<file path="src/rtl/pc_source_ctrl_pkg.sv">
// Shared definitions for the PC-source control slice: FSM state encoding,
// PC source mux select codes, exception cause codes and the default
// exception vector addresses.
package pc_source_ctrl_pkg;

  typedef enum logic [1:0] {
    ST_IDLE     = 2'd0,
    ST_EXC_SAVE = 2'd1,
    ST_EXC_READ = 2'd2,
    ST_EXC_LOAD = 2'd3
  } state_t;

  // PC source mux selects
  localparam logic [2:0] SRC_JUMP   = 3'd0;
  localparam logic [2:0] SRC_RESULT = 3'd1;
  localparam logic [2:0] SRC_ALUOUT = 3'd2;
  localparam logic [2:0] SRC_MEM    = 3'd3;
  localparam logic [2:0] SRC_EPC    = 3'd4;

  // exception cause codes
  localparam logic [1:0] CAUSE_NONE   = 2'd0;
  localparam logic [1:0] CAUSE_OPCODE = 2'd1;
  localparam logic [1:0] CAUSE_OVF    = 2'd2;
  localparam logic [1:0] CAUSE_DIV0   = 2'd3;

  // default handler vectors
  localparam logic [31:0] VEC_OPCODE_DEF = 32'd253;
  localparam logic [31:0] VEC_OVF_DEF    = 32'd254;
  localparam logic [31:0] VEC_DIV0_DEF   = 32'd255;
  localparam logic [31:0] EPC_OFFSET_DEF = 32'd4;

endpackage

</file>
<file path="src/rtl/pc_source_ctrl_exc_prio_enc.sv">
// Combinational exception cause priority encoder.
// Ports:
//   exc_opcode/exc_ovf/exc_div0 : exception pulses
//   cause : winning cause code (opcode > ovf > div0), CAUSE_NONE if idle
//   vec   : handler vector address for the winning cause
//   any   : at least one pulse present
module exc_prio_enc
  import pc_source_ctrl_pkg::*;
#(
  parameter logic [31:0] VEC_OPCODE = VEC_OPCODE_DEF,
  parameter logic [31:0] VEC_OVF    = VEC_OVF_DEF,
  parameter logic [31:0] VEC_DIV0   = VEC_DIV0_DEF
) (
  input  logic        exc_opcode,
  input  logic        exc_ovf,
  input  logic        exc_div0,
  output logic [1:0]  cause,
  output logic [31:0] vec,
  output logic        any
);

  always_comb begin
    cause = CAUSE_NONE;
    vec   = '0;
    if (exc_opcode) begin
      cause = CAUSE_OPCODE;
      vec   = VEC_OPCODE;
    end else if (exc_ovf) begin
      cause = CAUSE_OVF;
      vec   = VEC_OVF;
    end else if (exc_div0) begin
      cause = CAUSE_DIV0;
      vec   = VEC_DIV0;
    end
  end

  assign any = exc_opcode | exc_ovf | exc_div0;

endmodule

</file>
<file path="src/rtl/pc_source_ctrl.sv">
// PC source select / PC write strobe generator with exception entry
// sequencing (save EPC, fetch handler vector, load PC) and return from
// exception.
// Ports:
//   clk, reset      : clock, synchronous active-low reset
//   req_valid/src   : PC update request from main control (src 0..2 legal)
//   exc_*           : exception pulses
//   rte             : return from exception
//   pc_cur          : current PC value
//   pc_source       : PC source mux select (held between strobes)
//   pc_write        : one-cycle PC load strobe
//   mem_addr/read   : handler vector fetch
//   epc, exc_cause  : saved PC and last taken cause
//   busy            : exception sequence in progress
module pc_source_ctrl
  import pc_source_ctrl_pkg::*;
#(
  parameter int unsigned MEM_LAT    = 1,
  parameter logic [31:0] VEC_OPCODE = VEC_OPCODE_DEF,
  parameter logic [31:0] VEC_OVF    = VEC_OVF_DEF,
  parameter logic [31:0] VEC_DIV0   = VEC_DIV0_DEF,
  parameter logic [31:0] EPC_OFFSET = EPC_OFFSET_DEF
) (
  input  logic        clk,
  input  logic        reset,
  input  logic        req_valid,
  input  logic [2:0]  req_src,
  input  logic        exc_opcode,
  input  logic        exc_ovf,
  input  logic        exc_div0,
  input  logic        rte,
  input  logic [31:0] pc_cur,
  output logic [2:0]  pc_source,
  output logic        pc_write,
  output logic [31:0] mem_addr,
  output logic        mem_read,
  output logic [31:0] epc,
  output logic [1:0]  exc_cause,
  output logic        busy
);

  localparam int CW = $clog2(MEM_LAT) + 1;

  state_t      state, state_nxt;
  logic [CW-1:0] cnt, cnt_nxt;
  logic [31:0] vec_q, vec_nxt;
  logic [2:0]  pc_source_nxt;
  logic        pc_write_nxt, mem_read_nxt, busy_nxt;
  logic [31:0] mem_addr_nxt, epc_nxt;
  logic [1:0]  cause_nxt;

  logic [1:0]  enc_cause;
  logic [31:0] enc_vec;
  logic        enc_any;

  exc_prio_enc #(
    .VEC_OPCODE (VEC_OPCODE),
    .VEC_OVF    (VEC_OVF),
    .VEC_DIV0   (VEC_DIV0)
  ) u_enc (
    .exc_opcode (exc_opcode),
    .exc_ovf    (exc_ovf),
    .exc_div0   (exc_div0),
    .cause      (enc_cause),
    .vec        (enc_vec),
    .any        (enc_any)
  );

  // state and registered outputs
  always_ff @(posedge clk) begin
    if (!reset) begin
      state     <= ST_IDLE;
      cnt       <= '0;
      vec_q     <= '0;
      pc_source <= SRC_JUMP;
      pc_write  <= 1'b0;
      mem_addr  <= '0;
      mem_read  <= 1'b0;
      epc       <= '0;
      exc_cause <= CAUSE_NONE;
      busy      <= 1'b0;
    end else begin
      state     <= state_nxt;
      cnt       <= cnt_nxt;
      vec_q     <= vec_nxt;
      pc_source <= pc_source_nxt;
      pc_write  <= pc_write_nxt;
      mem_addr  <= mem_addr_nxt;
      mem_read  <= mem_read_nxt;
      epc       <= epc_nxt;
      exc_cause <= cause_nxt;
      busy      <= busy_nxt;
    end
  end

  // next state; cnt counts remaining EXC_READ cycles after the current one
  always_comb begin
    state_nxt = state;
    cnt_nxt   = cnt;
    case (state)
      ST_IDLE:     if (enc_any) state_nxt = ST_EXC_SAVE;
      ST_EXC_SAVE: begin
        state_nxt = ST_EXC_READ;
        cnt_nxt   = CW'(MEM_LAT - 1);
      end
      ST_EXC_READ: begin
        if (cnt == '0) state_nxt = ST_EXC_LOAD;
        else           cnt_nxt   = cnt - CW'(1);
      end
      ST_EXC_LOAD: state_nxt = ST_IDLE;
      default:     state_nxt = ST_IDLE;
    endcase
  end

  // next values of the registered outputs; pc_source holds unless strobed
  always_comb begin
    pc_source_nxt = pc_source;
    pc_write_nxt  = 1'b0;
    mem_addr_nxt  = mem_addr;
    epc_nxt       = epc;
    cause_nxt     = exc_cause;
    vec_nxt       = vec_q;
    mem_read_nxt  = (state_nxt == ST_EXC_READ);
    busy_nxt      = (state_nxt != ST_IDLE);
    case (state)
      ST_IDLE: begin
        if (enc_any) begin
          epc_nxt   = pc_cur - EPC_OFFSET;
          cause_nxt = enc_cause;
          vec_nxt   = enc_vec;
        end else if (rte) begin
          pc_source_nxt = SRC_EPC;
          pc_write_nxt  = 1'b1;
        end else if (req_valid && req_src <= SRC_ALUOUT) begin
          pc_source_nxt = req_src;
          pc_write_nxt  = 1'b1;
        end
      end
      ST_EXC_SAVE: mem_addr_nxt = vec_q;
      ST_EXC_READ: begin
        if (state_nxt == ST_EXC_LOAD) begin
          pc_source_nxt = SRC_MEM;
          pc_write_nxt  = 1'b1;
        end
      end
      default: ;
    endcase
  end

endmodule

</file>
<file path="config.mk">
export PLATFORM = sky130hd
export DESIGN_NAME = pc_source_ctrl
export DESIGN_NICKNAME = d
export VERILOG_FILES = /design/src/rtl/pc_source_ctrl_pkg.sv /design/src/rtl/pc_source_ctrl_exc_prio_enc.sv /design/src/rtl/pc_source_ctrl.sv
export SDC_FILE = /design/constraint.sdc
export NUM_CORES = 1
export LEC_CHECK = 0
export CAP_MARGIN = 5
export CELL_PAD_IN_SITES_DETAIL_PLACEMENT = 0
export CELL_PAD_IN_SITES_GLOBAL_PLACEMENT = 1
export CORE_UTILIZATION = 37
export CTS_CLUSTER_DIAMETER = 30
export DETAILED_ROUTE_END_ITERATION = 12
export GPL_ROUTABILITY_DRIVEN = 0
export PLACE_DENSITY = 0.88
export SYNTH_ARGS = -nofsm -noshare
export SYNTH_HDL_FRONTEND = slang
export SYNTH_HIERARCHICAL = 1
export SYNTH_SLANG_ARGS = --single-unit
</file>
<file path="constraint.sdc">
create_clock -name clk -period 2.5 [get_ports clk]
set_input_delay 0.375 -clock clk [delete_from_list [all_inputs] [get_ports clk]]
set_output_delay 0.375 -clock clk [all_outputs]
set_load 0.05 [all_outputs]
</file>
==> metrics.txt, run 1 <==
H-tree Lvls=3; run status=finished clean; Pint=3.712 mW; synth-to-layout area growth=34.67%; Place WS=-0.03586 ns; FP Rows=40; Slew headroom=62.03%; worst vdd rail ir drop=0.5075 mV; placed insts=801; initial antenna violation count=0; Remaining DRCs=0; global-route wire length before repair=17680 um; r2r startpoint=state[0]; #FFs+latches synth=106; port buffer count=113; CTS root buf=clkbuf_16; setup ws final=0.3153 ns; overall power=6.356 mW; Finished Layout Cells=817; Mean Syn Cell Area=8.558 sq um; CP Data Required Time=2.78 ns; Cell Area, Synth=4587 sq um; Final Hold Fails=0; Hold EP=vec_q[1]; clock power share=21.0%; die area=12850 sq um; Largest stage delay, worst path=0.55 ns; Seq pwr share=36.0%; Sink Count=106; grt total ovfl=0; Via density=4.955; Antenna Nets Post-Route=0; Num CTS Buffers=9; r2r setup slk=0.62 ns; clock skew=0.002877 ns; final core utilization=51.21%; switching part of the total power=41.59%; Clk Latency, worst-skew pair=0.35 ns; vias in the first global route=3772; wire per inst=12.94 um; via count=4048; slowest CP cell=or4_1; GR Util All Layers=17.16%; Seq/Total Area, Yosys=46.26%; Starting Density=38.03%; Ports=114; n_diodes=0; TritonCTS clock tree=built; Syn Inst Count=536; fraction of layout cells with a size suffix above 1=8.629%; reg2reg path depth=6; CP Capture Type=register; RSZ-0062 raised after global routing=no; max cap viols=0; static leakage=2.331 nW; Core Box Area=12060 sq um; Post-DP HPWL=7193 um; Clock Path Buffers=2; HP Class=register to register; largest net degree at the start of global routing=58; CTS resizes=0; PD cells=1029 nW/um^2; Hold Buf Count CTS=0; final slew viol count=0; Min Clock Period, post-route=2.185 ns; postcts setup bufs=0; Worst setup SP type=input pin; Reg-to-Reg End=epc[5]; actual slew at the worst max-slew pin=0.5695 ns; Area after DPL=5898 sq um; layout net count=692; initial DRC count=266; Worst Path Max Fanout=2; min-delay src=vec_q[1]; net switching power=2.644 mW; Final Cell Area=6177 sq um; hold path cells=2; Yosys Warn Count=6; achievable clock frequency=457.7 MHz; Clock transition at path regs=0.07 ns; Total Wirelength=10580 um; final-report setup violation count=0; WP data arrival=2.47 ns; most used cell along the critical path=or4_1; DIE WIDTH=113.3 um; power share of the combinational group=42.9%; period utilization=87.39%; crit path kind=input pin to register; CP Cell Sequence=clkdlybuf4s50_1 -> or4_1 -> or4_1 -> or4_1 -> a31oi_1; synth unique cells=41; Die Y-Extent=113.3 um; router iterations before antenna repair=4
==> cell usage after synthesis <==
cell type,count,area [sq um]
nand3b_1,2,15.01
ha_1,6,75.07
or3_2,2,15.01
nand2b_1,1,6.260
or3_1,11,68.82
nor2_1,47,176.4
o211ai_1,3,22.52
xnor2_1,1,8.760
inv_1,8,30.03
nor4_4,1,21.27
a211oi_1,5,37.54
xor2_1,6,52.55
nor3_1,3,15.01
nand3_1,5,25.02
inv_2,1,3.750
o31a_1,1,8.760
dfxtp_1,106,2122
nand2_1,80,300.3
o21ai_0,33,165.2
a211o_1,1,8.760
o211a_1,2,20.02
and3_1,1,6.260
buf_4,31,232.7
conb_1,1,3.750
a21o_2,1,8.760
nand4_1,1,6.260
or2_2,4,25.02
a311oi_1,2,17.52
and2_1,3,18.77
or4_2,1,8.760
o31ai_1,12,90.09
a21oi_1,43,215.2
mux2i_1,32,320.3
clkbuf_1,31,116.4
nor4_1,6,37.54
nand4b_1,4,35.03
nor2b_1,2,12.51
a31oi_1,17,106.4
o2111a_1,1,11.26
buf_1,5,18.77
or4_1,13,97.59
==> worst max-delay path: cells and delay by family <==
kind	cells	cell delay [ns]
AO/OA/AOI/OAI	1	0.17
buffers and inverters	1	0.42
AND/OR/NAND/NOR	3	1.51
==> flip-flops by register name (all words and copies together), names as in the netlist, 2 cells and up <==
| signal | cells |
|---|---|
| epc | 32 |
| mem_addr | 32 |
| vec_q | 32 |
| pc_source | 3 |
| exc_cause | 2 |
| state | 2 |
==> routing by layer <==
layer | vias up | share of wire (%) | global-route usage, %
met5 | - | 0 | 0
met4 | 0 | 2.0 | 6.404
met3 | 20 | 7.5 | 6.160
met2 | 136 | 45 | 27.44
met1 | 1868 | 45 | 21.17
li1 | 2024 | - | -
==> cells in the final DEF, fill, tap and decap left out, types with 3 or more instances in the layout <==
cell type,Yosys,routed
clkdlybuf4s50_1,0,113
nor2_1,47,47
o31ai_1,12,12
nor3_1,3,3
inv_1,8,8
or4_1,13,13
mux2i_1,32,32
a21oi_1,43,43
ha_1,6,5
buf_12,0,3
dfxtp_1,106,106
conb_1,1,24
clkbuf_16,0,9
nand3_1,5,5
or2_2,4,4
o211ai_1,3,3
a31oi_1,17,17
or3_1,11,11
nand2_1,80,80
o21ai_0,33,33
buf_4,31,25
nand4b_1,4,4
nor4_1,6,6
xor2_1,6,6
a211oi_1,5,5
==> through the flow <==
stage / hold WS (ns) / TNS [ns]
global route: 0.4737 / 0
floorplan: 0.4360 / 0
CTS: 0.4566 / 0
finish: 0.4548 / 0
detailed placement: 0.4465 / -0.03586
global placement: 0.4411 / 0
==> logic make-up after synthesis <==
family	after synthesis	synth area share [%]
mux	32	6.983
flops	106	46.26
other cells	1	0.08175
fa+ha+maj	6	1.637
simple gates	187	19.42
xor+xnor	7	1.337
compound gates	121	15.52
buf+inv	76	8.756
==> worst max path at each step <==
stage	depth (start not counted)	endpoint	slack, ns	from
5_1_grt	7	epc[26]	0.22	pc_cur[18]
3_3_place_gp	5	epc[26]	0.01	pc_cur[20]
4_1_cts	5	epc[26]	0.34	pc_cur[20]
3_5_place_dp	5	epc[26]	-0.04	pc_cur[20]
6_report	5	epc[26]	0.32	pc_cur[20]
2_1_floorplan	5	epc[31]	0.45	pc_cur[17]
==> area by class of cell <==
type / count / area [sq um]
fillers: 1114 / 5884
multi-input cells: 377 / 2153
flip-flops and latches: 106 / 2122
repair buffers: 141 / 1379
clock buffers: 9 / 225.2
well taps: 168 / 210.2
clock inverters: 7 / 53.80
inverters: 9 / 33.78
==> power groups by stage <==
stage | clock, mW | sequential, mW | combinational [mW]
after floorplan | 0 | 3.17 | 1.03
after global placement | 0 | 2.31 | 2.70
after detailed placement | 0 | 2.32 | 2.74
after CTS | 1.39 | 2.29 | 2.74
after global routing | 1.45 | 2.34 | 2.93
final | 1.34 | 2.29 | 2.73
Note: power is estimated with default switching activity, not from simulation.
==> run 2, diff against run 1 <==
--- a/config.mk
+++ b/config.mk
@@ -5,14 +5,16 @@
 export SDC_FILE = /design/constraint.sdc
 export NUM_CORES = 1
 export LEC_CHECK = 0
+export ABC_AREA = 1
 export CAP_MARGIN = 5
 export CELL_PAD_IN_SITES_DETAIL_PLACEMENT = 0
 export CELL_PAD_IN_SITES_GLOBAL_PLACEMENT = 1
-export CORE_UTILIZATION = 37
+export CORE_UTILIZATION = 36
 export CTS_CLUSTER_DIAMETER = 30
 export DETAILED_ROUTE_END_ITERATION = 12
 export GPL_ROUTABILITY_DRIVEN = 0
 export PLACE_DENSITY = 0.88
+export REMOVE_ABC_BUFFERS = 1
 export SYNTH_ARGS = -nofsm -noshare
 export SYNTH_HDL_FRONTEND = slang
 export SYNTH_HIERARCHICAL = 1
==> run 2 against run 1 <==
Effect of this change:
- core utilization decreased by 3.3 points
- first-iteration DRC count increased by 9.4%
- synthesized cell count increased by 36%
- via count increased by 9.5%
- synthesized area increased by 8.5%
- clock power about the same
==> metrics.txt, run 2 <==
run status=finished clean; fraction of layout cells with a size suffix above 1=5.455%; Reg area=2122 sq um; Mean Syn Cell Area=6.829 sq um; H-tree Lvls=3; Syn Inst Count=729; layout net count=869; #FFs+latches synth=106; Yosys Warn Count=6; final-report setup violation count=0; worst vdd rail ir drop=0.4525 mV; top cells by count, synth=nor2_1 (226), dfxtp_1 (106), o21ai_0 (87), nand2_1 (84), inv_1 (68); Worst Path Max Fanout=2; Place WS=0.4932 ns; global-route wire length before repair=19620 um; RSZ-0062 raised after global routing=no; CP Data Required Time=2.12 ns; Slew headroom=44.52%; Remaining DRCs=0; n_diodes=0; port buffer count=113; synth unique cells=29; setup_tns=0 ns; Clock Path Buffers=2; xor and xnor area share after synthesis=0.7037%; via count=4433; Post-synth EDFFs=0; largest net degree at the start of global routing=85; static leakage=2.926 nW; Core Box Area=13350 sq um; postcts setup bufs=0; Antenna Nets Post-Route=0; initial DRC count=291; die area=14300 sq um; PD cells=1032 nW/um^2; setup ws final=0.5877 ns; Final Hold Fails=0; overall power=6.605 mW; commonest non-fill, non-tap cells in the layout=nor2_1 (226), clkdlybuf4s50_1 (112), dfxtp_1 (106), o21ai_0 (87), nand2_1 (84); post-synthesis compound-gate area fraction=11.51%; simple-gate area share of the yosys netlist=31.16%; FP Rows=42; wire per inst=11.81 um; Seq/Total Area, Yosys=42.62%; WP data arrival=1.54 ns; GR Util All Layers=17.21%; initial antenna violation count=0; actual slew at the worst max-slew pin=0.8313 ns; Area contributors post-synth=dfxtp_1 (43%), nor2_1 (17%), o21ai_0 (8.7%); Num CTS Buffers=9; main combinational cell family by area after synthesis=simple AND/OR/NAND/NOR gates; achievable clock frequency=522.9 MHz; synth-to-layout area growth=28.52%; Critical Path Sink=epc[12]; Ports=114; crit path launch=epc[12]; period utilization=76.49%; slowest CP cell=clkdlybuf4s50_1; dominant cell by count in the synthesized netlist=nor2_1; biggest regs=epc: 32 flops, mem_addr: 32 flops, vec_q: 32 flops; r2r startpoint=state[1]; crit-path leading delay family=buffers and inverters; HP Class=register to register; final slew viol count=0; reg2reg path depth=7; Via density=4.429; CTS root buf=clkbuf_16; area share of the largest cell type after synthesis=42.62%; Sink Count=106; crit path kind=register to output pin; top_reg_cell synth=dfxtp_1; Largest stage delay, worst path=0.85 ns; CP bufs+invs=1; Worst path depth=1; ys async rst share=0%; Hold Buf Count CTS=0; Post-Synth Adder-Cell Area=1.508%; commonest non-fill, non-tap cell in the layout=nor2_1; router iterations before antenna repair=4; max cap viols=0; clock skew=0.005438 ns; fillers=1409; Worst setup SP type=register; post-synthesis mux area share=0%; vias in the first global route=4141; CP Cell Sequence=clkdlybuf4s50_1; Post-DP HPWL=8050 um; top cell type by total area after synthesis=dfxtp_1; Starting Density=37.30%; Total Wirelength=11820 um; CTS resizes=0; Clk Latency, worst-skew pair=0.35 ns; Cell Area, Synth=4979 sq um; r2r setup slk=0.97 ns; Clock transition at path regs=0.07 ns; multi-input logic area=2325 sq um; TritonCTS clock tree=built; grt total ovfl=0; Die Y-Extent=119.6 um; CP Capture Type=output pin; DIE WIDTH=119.6 um; Min Clock Period, post-route=1.912 ns; Reg-to-Reg End=mem_addr[13]
## run 2: cell types whose count changed after synthesis, moves of 8 or more
cell      change
a21oi_1      -35
a31oi_1      -16
buf_2         +8
clkbuf_1     -11
inv_1        +60
mux2i_1      -32
nand2_2       +8
nand3_1      +24
nor2_1      +179
nor2_2        +8
o21ai_0      +54
o31ai_1      -12
or3_1        -11
or4_1        -13
## run 2: worst min-delay path by stage
| stage | start | end | cells after the start |
|---|---|---|---|
| after floorplan | vec_q[0] | mem_addr[0] | 2 |
| after global placement | vec_q[31] | vec_q[31] | 2 |
| after detailed placement | vec_q[16] | mem_addr[16] | 2 |
| after CTS | vec_q[16] | mem_addr[16] | 2 |
| after global routing | vec_q[26] | vec_q[26] | 2 |
| final | vec_q[16] | vec_q[16] | 2 |
## run 2: layer usage
layer  global-route usage [%]  routed length (um)  part of all wire [%]
met3                    3.707                 505                   4.3
met4                    5.859                 124                   1.0
met1                    21.50                5702                    48
met5                        0                   0                     0
met2                    29.19                5488                    46
## run 2: kinds of logic after synthesis
group | count (synthesis)
buffers and inverters | 130
other | 1
XOR/XNOR | 4
adder cells (fa/ha/maj) | 6
flip-flops | 106
AND/OR/NAND/NOR | 372
AO/OA/AOI/OAI | 110
## run 2: layout make-up
class | count | area share [%]
Clock buffer | 9 | 3.520
Clock inverter | 6 | 0.8017
Inverter | 69 | 4.048
Multi-Input combinational cell | 516 | 36.33
Sequential cell | 106 | 33.16
Tap cell | 176 | 3.442
Timing Repair Buffer | 119 | 18.69
## run 2: per-stage QoR
step                cell area (sq um)  instances  hold slack [ns]  utilization, %
floorplan                        4706        691           0.4557               -
global placement                 6122        986           0.4631           45.87
detailed placement               6122        986           0.4679           45.87
CTS                              6399       1001           0.4882           47.94
global route                     6399       1001           0.5040           47.94
finish                           6399       1001           0.4834           47.94
## run 2: report_power, final
group	leakage [nW]	switching, mW	total [mW]	internal, mW
registers	0.879	0.214	2.34	2.13
clock network	0.138	0.656	1.34	0.684
logic	1.91	1.98	2.92	0.939
total	2.93	2.85	6.60	3.75
==> variant 1: new RTL, flow settings as in run 1 <==
Make the reset (`reset`) asynchronous in one clocked block. Comments in the files are not updated.
--- a/src/rtl/pc_source_ctrl.sv
+++ b/src/rtl/pc_source_ctrl.sv
@@ -67,7 +67,7 @@
   );
 
   // state and registered outputs
-  always_ff @(posedge clk) begin
+  always_ff @(posedge clk or negedge reset) begin
     if (!reset) begin
       state     <= ST_IDLE;
       cnt       <= '0;
Behaviour: differs if reset is asserted again (counterexample within 4 cycles, from zero or initial values and one cycle with reset low); with reset held inactive, the same outputs for 10 cycles.
==> variant 1 against run 1 <==
- sequential cell count unchanged
- register-to-register slack got worse by 80 ps
- largest power group unchanged
- clock power increased by 21%
- global-route usage decreased by 1.1 points
- synthesized area increased by 7.7%
- wire length increased by 0.87%
- total power increased by 53%
- core utilization increased by 0.21 points
- cell area increased by 6.8%
- first-iteration DRC count decreased by 19%
- fmax increased by 0.59%
- largest cell class is now sequential cells
- hold slack got worse by 360 ps
- final cell count decreased by 3.3%
- worst setup slack improved by 13 ps
==> variant 1: results <==
set metrics [dict create \
    synth.top_cells.by_area "dfrtp_1 (54%), nand2_1 (9.8%), mux2_2 (7.3%)" \
    via_count 3804 \
    powerComb_mw 5.05 \
    vdd_ir_drop_max_uv 695 \
    hold_class "in -> async" \
    min_period_ps 2170 \
    place_area_sq_um 6250 \
    worstMarginPinSlew_ps 859 \
    whs_ps 91.2 \
    crit_path_end "epc[26]" \
    finalNonFillerCells 790 \
    yosysMostFrequentCell "nand2_1" \
    drt_wl_total_mm 10.7 \
    rrSetupSlack_ps 540 \
    use_met3_pct 3.63 \
    dp_hpwl_mm 7.73 \
    r2r_cells 4 \
    postLayoutCoreUtil_pct 51.4 \
    place_inst 774 \
    netlist_top_cells_count "nand2_1 (129), dfrtp_1 (106), buf_4 (34), mux2_2 (32), nor2_1 (29)" \
    post-place-ws_ps -34.9 \
    path_max_fanout 10 \
    met3WireLength_microns 587 \
    row_count 41 \
    n_fill_cell 1180 \
    rr_startpoint "state[1]" \
    arrival_ps 2430 \
    clock_skew_ps 7.05 \
    layout-drive-gt1-share_pct 14.6 \
    avgSynthCellArea_sq_um 10.0 \
    grt_use_met2_pct 26.1 \
    grt_usage_pct 16.1 \
    critPathSlowestCell "or4b_2" \
    outcome "complete, no violations" \
    grt_pass1_wl_mm 17.8 \
    crit_path_start "pc_cur[5]" \
    slowest_delay_ps 600 \
    yosysSeqAreaShare_pct 53.7 \
    cellLeakagePower_nw 2.91 \
    grtUsageMet1_pct 20.5 \
    p_int_mw 5.35 \
    ys.flop_type "dfrtp_1" \
    grt_max_degree 55 \
    cts_resized 0 \
]
==> variant 1: cell count changes after synthesis, sizes merged, moves of 18 or more <==
| cell | change |
|---|---|
| dfrtp | +106 |
| dfxtp | -106 |
| nand2 | +49 |
| a21oi | -39 |
| mux2 | +32 |
| mux2i | -31 |
| nor2 | -18 |
==> variant 1: final cells by class <==
type / count / share of cell area [%]
clock buffers: 9 / 3.41
clock inverters: 7 / 1.84
inverters: 9 / 0.512
multi-input cells: 345 / 30.1
flip-flops and latches: 106 / 40.2
well taps: 172 / 3.26
repair buffers: 142 / 20.6
==> variant 1: cell families after synthesis <==
family                     after synthesis  share of synthesized area [%]
AOI/OAI and AO/OA                       57                           7.24
other                                    1                         0.0759
buffers and inverters                   64                           7.90
adders and majority gates                6                           1.52
muxes                                   33                           7.50
and+or+nand+nor                        213                           20.0
DFF                                    106                           53.7
xor gates and xnor gates                12                           2.13
==> variant 2: new RTL, settings of run 1 <==
Without the edit above. `MEM_LAT`: 1 -> 2.
--- a/src/rtl/pc_source_ctrl.sv
+++ b/src/rtl/pc_source_ctrl.sv
@@ -15,7 +15,7 @@
 module pc_source_ctrl
   import pc_source_ctrl_pkg::*;
 #(
-  parameter int unsigned MEM_LAT    = 1,
+  parameter int unsigned MEM_LAT    = 2,
   parameter logic [31:0] VEC_OPCODE = VEC_OPCODE_DEF,
   parameter logic [31:0] VEC_OVF    = VEC_OVF_DEF,
   parameter logic [31:0] VEC_DIV0   = VEC_DIV0_DEF,
Function: changed (Yosys sat finds a counterexample within 4 cycles, from zero or initial values and one cycle with reset low).
==> variant 2 against run 1 <==
- sequential cell count is 2 higher
- wire length down 4.6%
- first-iteration DRC count is 36% lower
- fmax grew 4.6%
- cell area down 2.1%
- hold slack improved by 0.58 ps
- worst setup slack improved by 96 ps
- total power is 9.0% higher
- non-clock buffer count is 16 lower
- synthesized area is 0.44% higher
- synthesized cell count is 0.19% lower
- critical path type unchanged
- largest power group unchanged
==> variant 2: results <==
set metrics [dict create \
    grt_max_degree 49 \
    clk_path_buf_depth 2 \
    fin_nets 678 \
    clock_latency_ps 340 \
    n_fill_cell 1172 \
    port_buffers 113 \
    path_max_fanout 5 \
    avgSynthCellArea_sq_um 8.61 \
    drt_wl_total_mm 10.1 \
    outcome "complete, no violations" \
    cellLeakagePower_nw 2.26 \
    clk_transition_reported_paths_ps 70 \
    hold_class "reg -> reg" \
    clockRootBuffer "clkbuf_16" \
    synth.top_cells.by_area "dfxtp_1 (47%), mux2i_1 (7.0%), nand2_1 (6.5%)" \
    slowest_delay_ps 550 \
    antenna_cells 0 \
    netlist_top_cells_count "dfxtp_1 (108), nand2_1 (80), a21oi_1 (57), nor2_1 (55), mux2i_1 (32)" \
    htree_levels 3 \
    numCtsBuffers 9 \
    hold_depth 2 \
    slew_headroom_pct 63.1 \
    via_count 3797 \
    p_per_area_nw_per_um2 1150 \
    layout-drive-gt1-share_pct 6.46 \
    cts_resized 0 \
    dp_hpwl_mm 7.14 \
    ys_warn_count 6 \
    drtIter0Drc 170 \
    antenna_found_initial 0 \
    grt_pass1_vias 3688 \
    vdd_ir_drop_max_uv 756 \
    critPathSlowestCell "or4_4" \
    yosysSeqAreaShare_pct 46.9 \
    arrival_ps 2310 \
    clock_skew_ps 7.80 \
    place_inst 788 \
    r2r_cells 6 \
    synthDistinctLibCells 40 \
    grt_usage_pct 16.2 \
    routed_via_density 4.73 \
    ys_async_sr_fraction_pct 0 \
    detail_route.first_pass.iterations 5 \
    postCtsSetupRepairBufs 0 \
    grt_pass1_wl_mm 16.7 \
]
==> variant 2: cell types whose count changed after synthesis, sizes merged, moves of 9 or more <==
cell and delta:
a21oi +14, or4 -9, o31ai -12, xnor2 +21
a31oi -13
==> variant 2: stage by stage <==
step	setup WS, ps	instance area [sq um]	hold slack [ps]	util, %
after floorplan	618	4690	436	-
final	412	6050	455	50.1
after detailed placement	35.0	5780	447	47.9
after global routing	340	6050	472	50.1
after CTS	406	6050	456	50.1
after global placement	109	5780	441	47.9
==> variant 2: cell type report <==
| cell class | count | area, sq um | area share, % |
|---|---|---|---|
| Tap cell | 168 | 210 | 3.48 |
| Sequential cell | 108 | 2160 | 35.7 |
| Clock inverter | 6 | 47.5 | 0.786 |
| Multi-Input combinational cell | 374 | 2130 | 35.3 |
| Clock buffer | 9 | 225 | 3.72 |
| Timing Repair Buffer | 125 | 1220 | 20.2 |
| Inverter | 13 | 48.8 | 0.807 |
==> variant 2: worst paths after layout <==
path | startpoint | endpoint | slack [ps]
hold / removal | vec_q[10] | vec_q[10] | 460
setup / recovery | pc_cur[24] | epc[30] | 410
setup reg to reg | state[0] | epc[10] | 780
hold reg to reg | vec_q[10] | vec_q[10] | 460
==> variant 2: critical path, delay by kind of cell <==
kind / cells / cell delay [ps]
xor+xnor: 1 / 160
simple gates: 3 / 1250
buf+inv: 1 / 440
compound gates: 1 / 80
==> variant 2: layer usage <==
metal | track usage (%) | routed length [microns] | vias to the layer above
met3 | 6.85 | 833 | 15
li1 | - | - | 1943
met5 | 0 | 0 | -
met1 | 18.4 | 4490 | 1730
met2 | 27.2 | 4620 | 109
met4 | 5.96 | 144 | 0
==> variant 2: kinds of logic after synthesis <==
logic type | share of synthesized area, %
buf+inv | 8.72
xor+xnor | 4.75
mux | 6.95
flops | 46.9
other cells | 0.0814
fa+ha+maj | 1.36
compound gates | 12.2
simple gates | 19.0
==> variant 2: power breakdown <==
part	switching (mW)	total, mW	internal, mW
sequential	0.236	2.43	2.19
combinational	2.11	3.18	1.07
clock	0.637	1.32	0.681
total	2.98	6.93	3.95
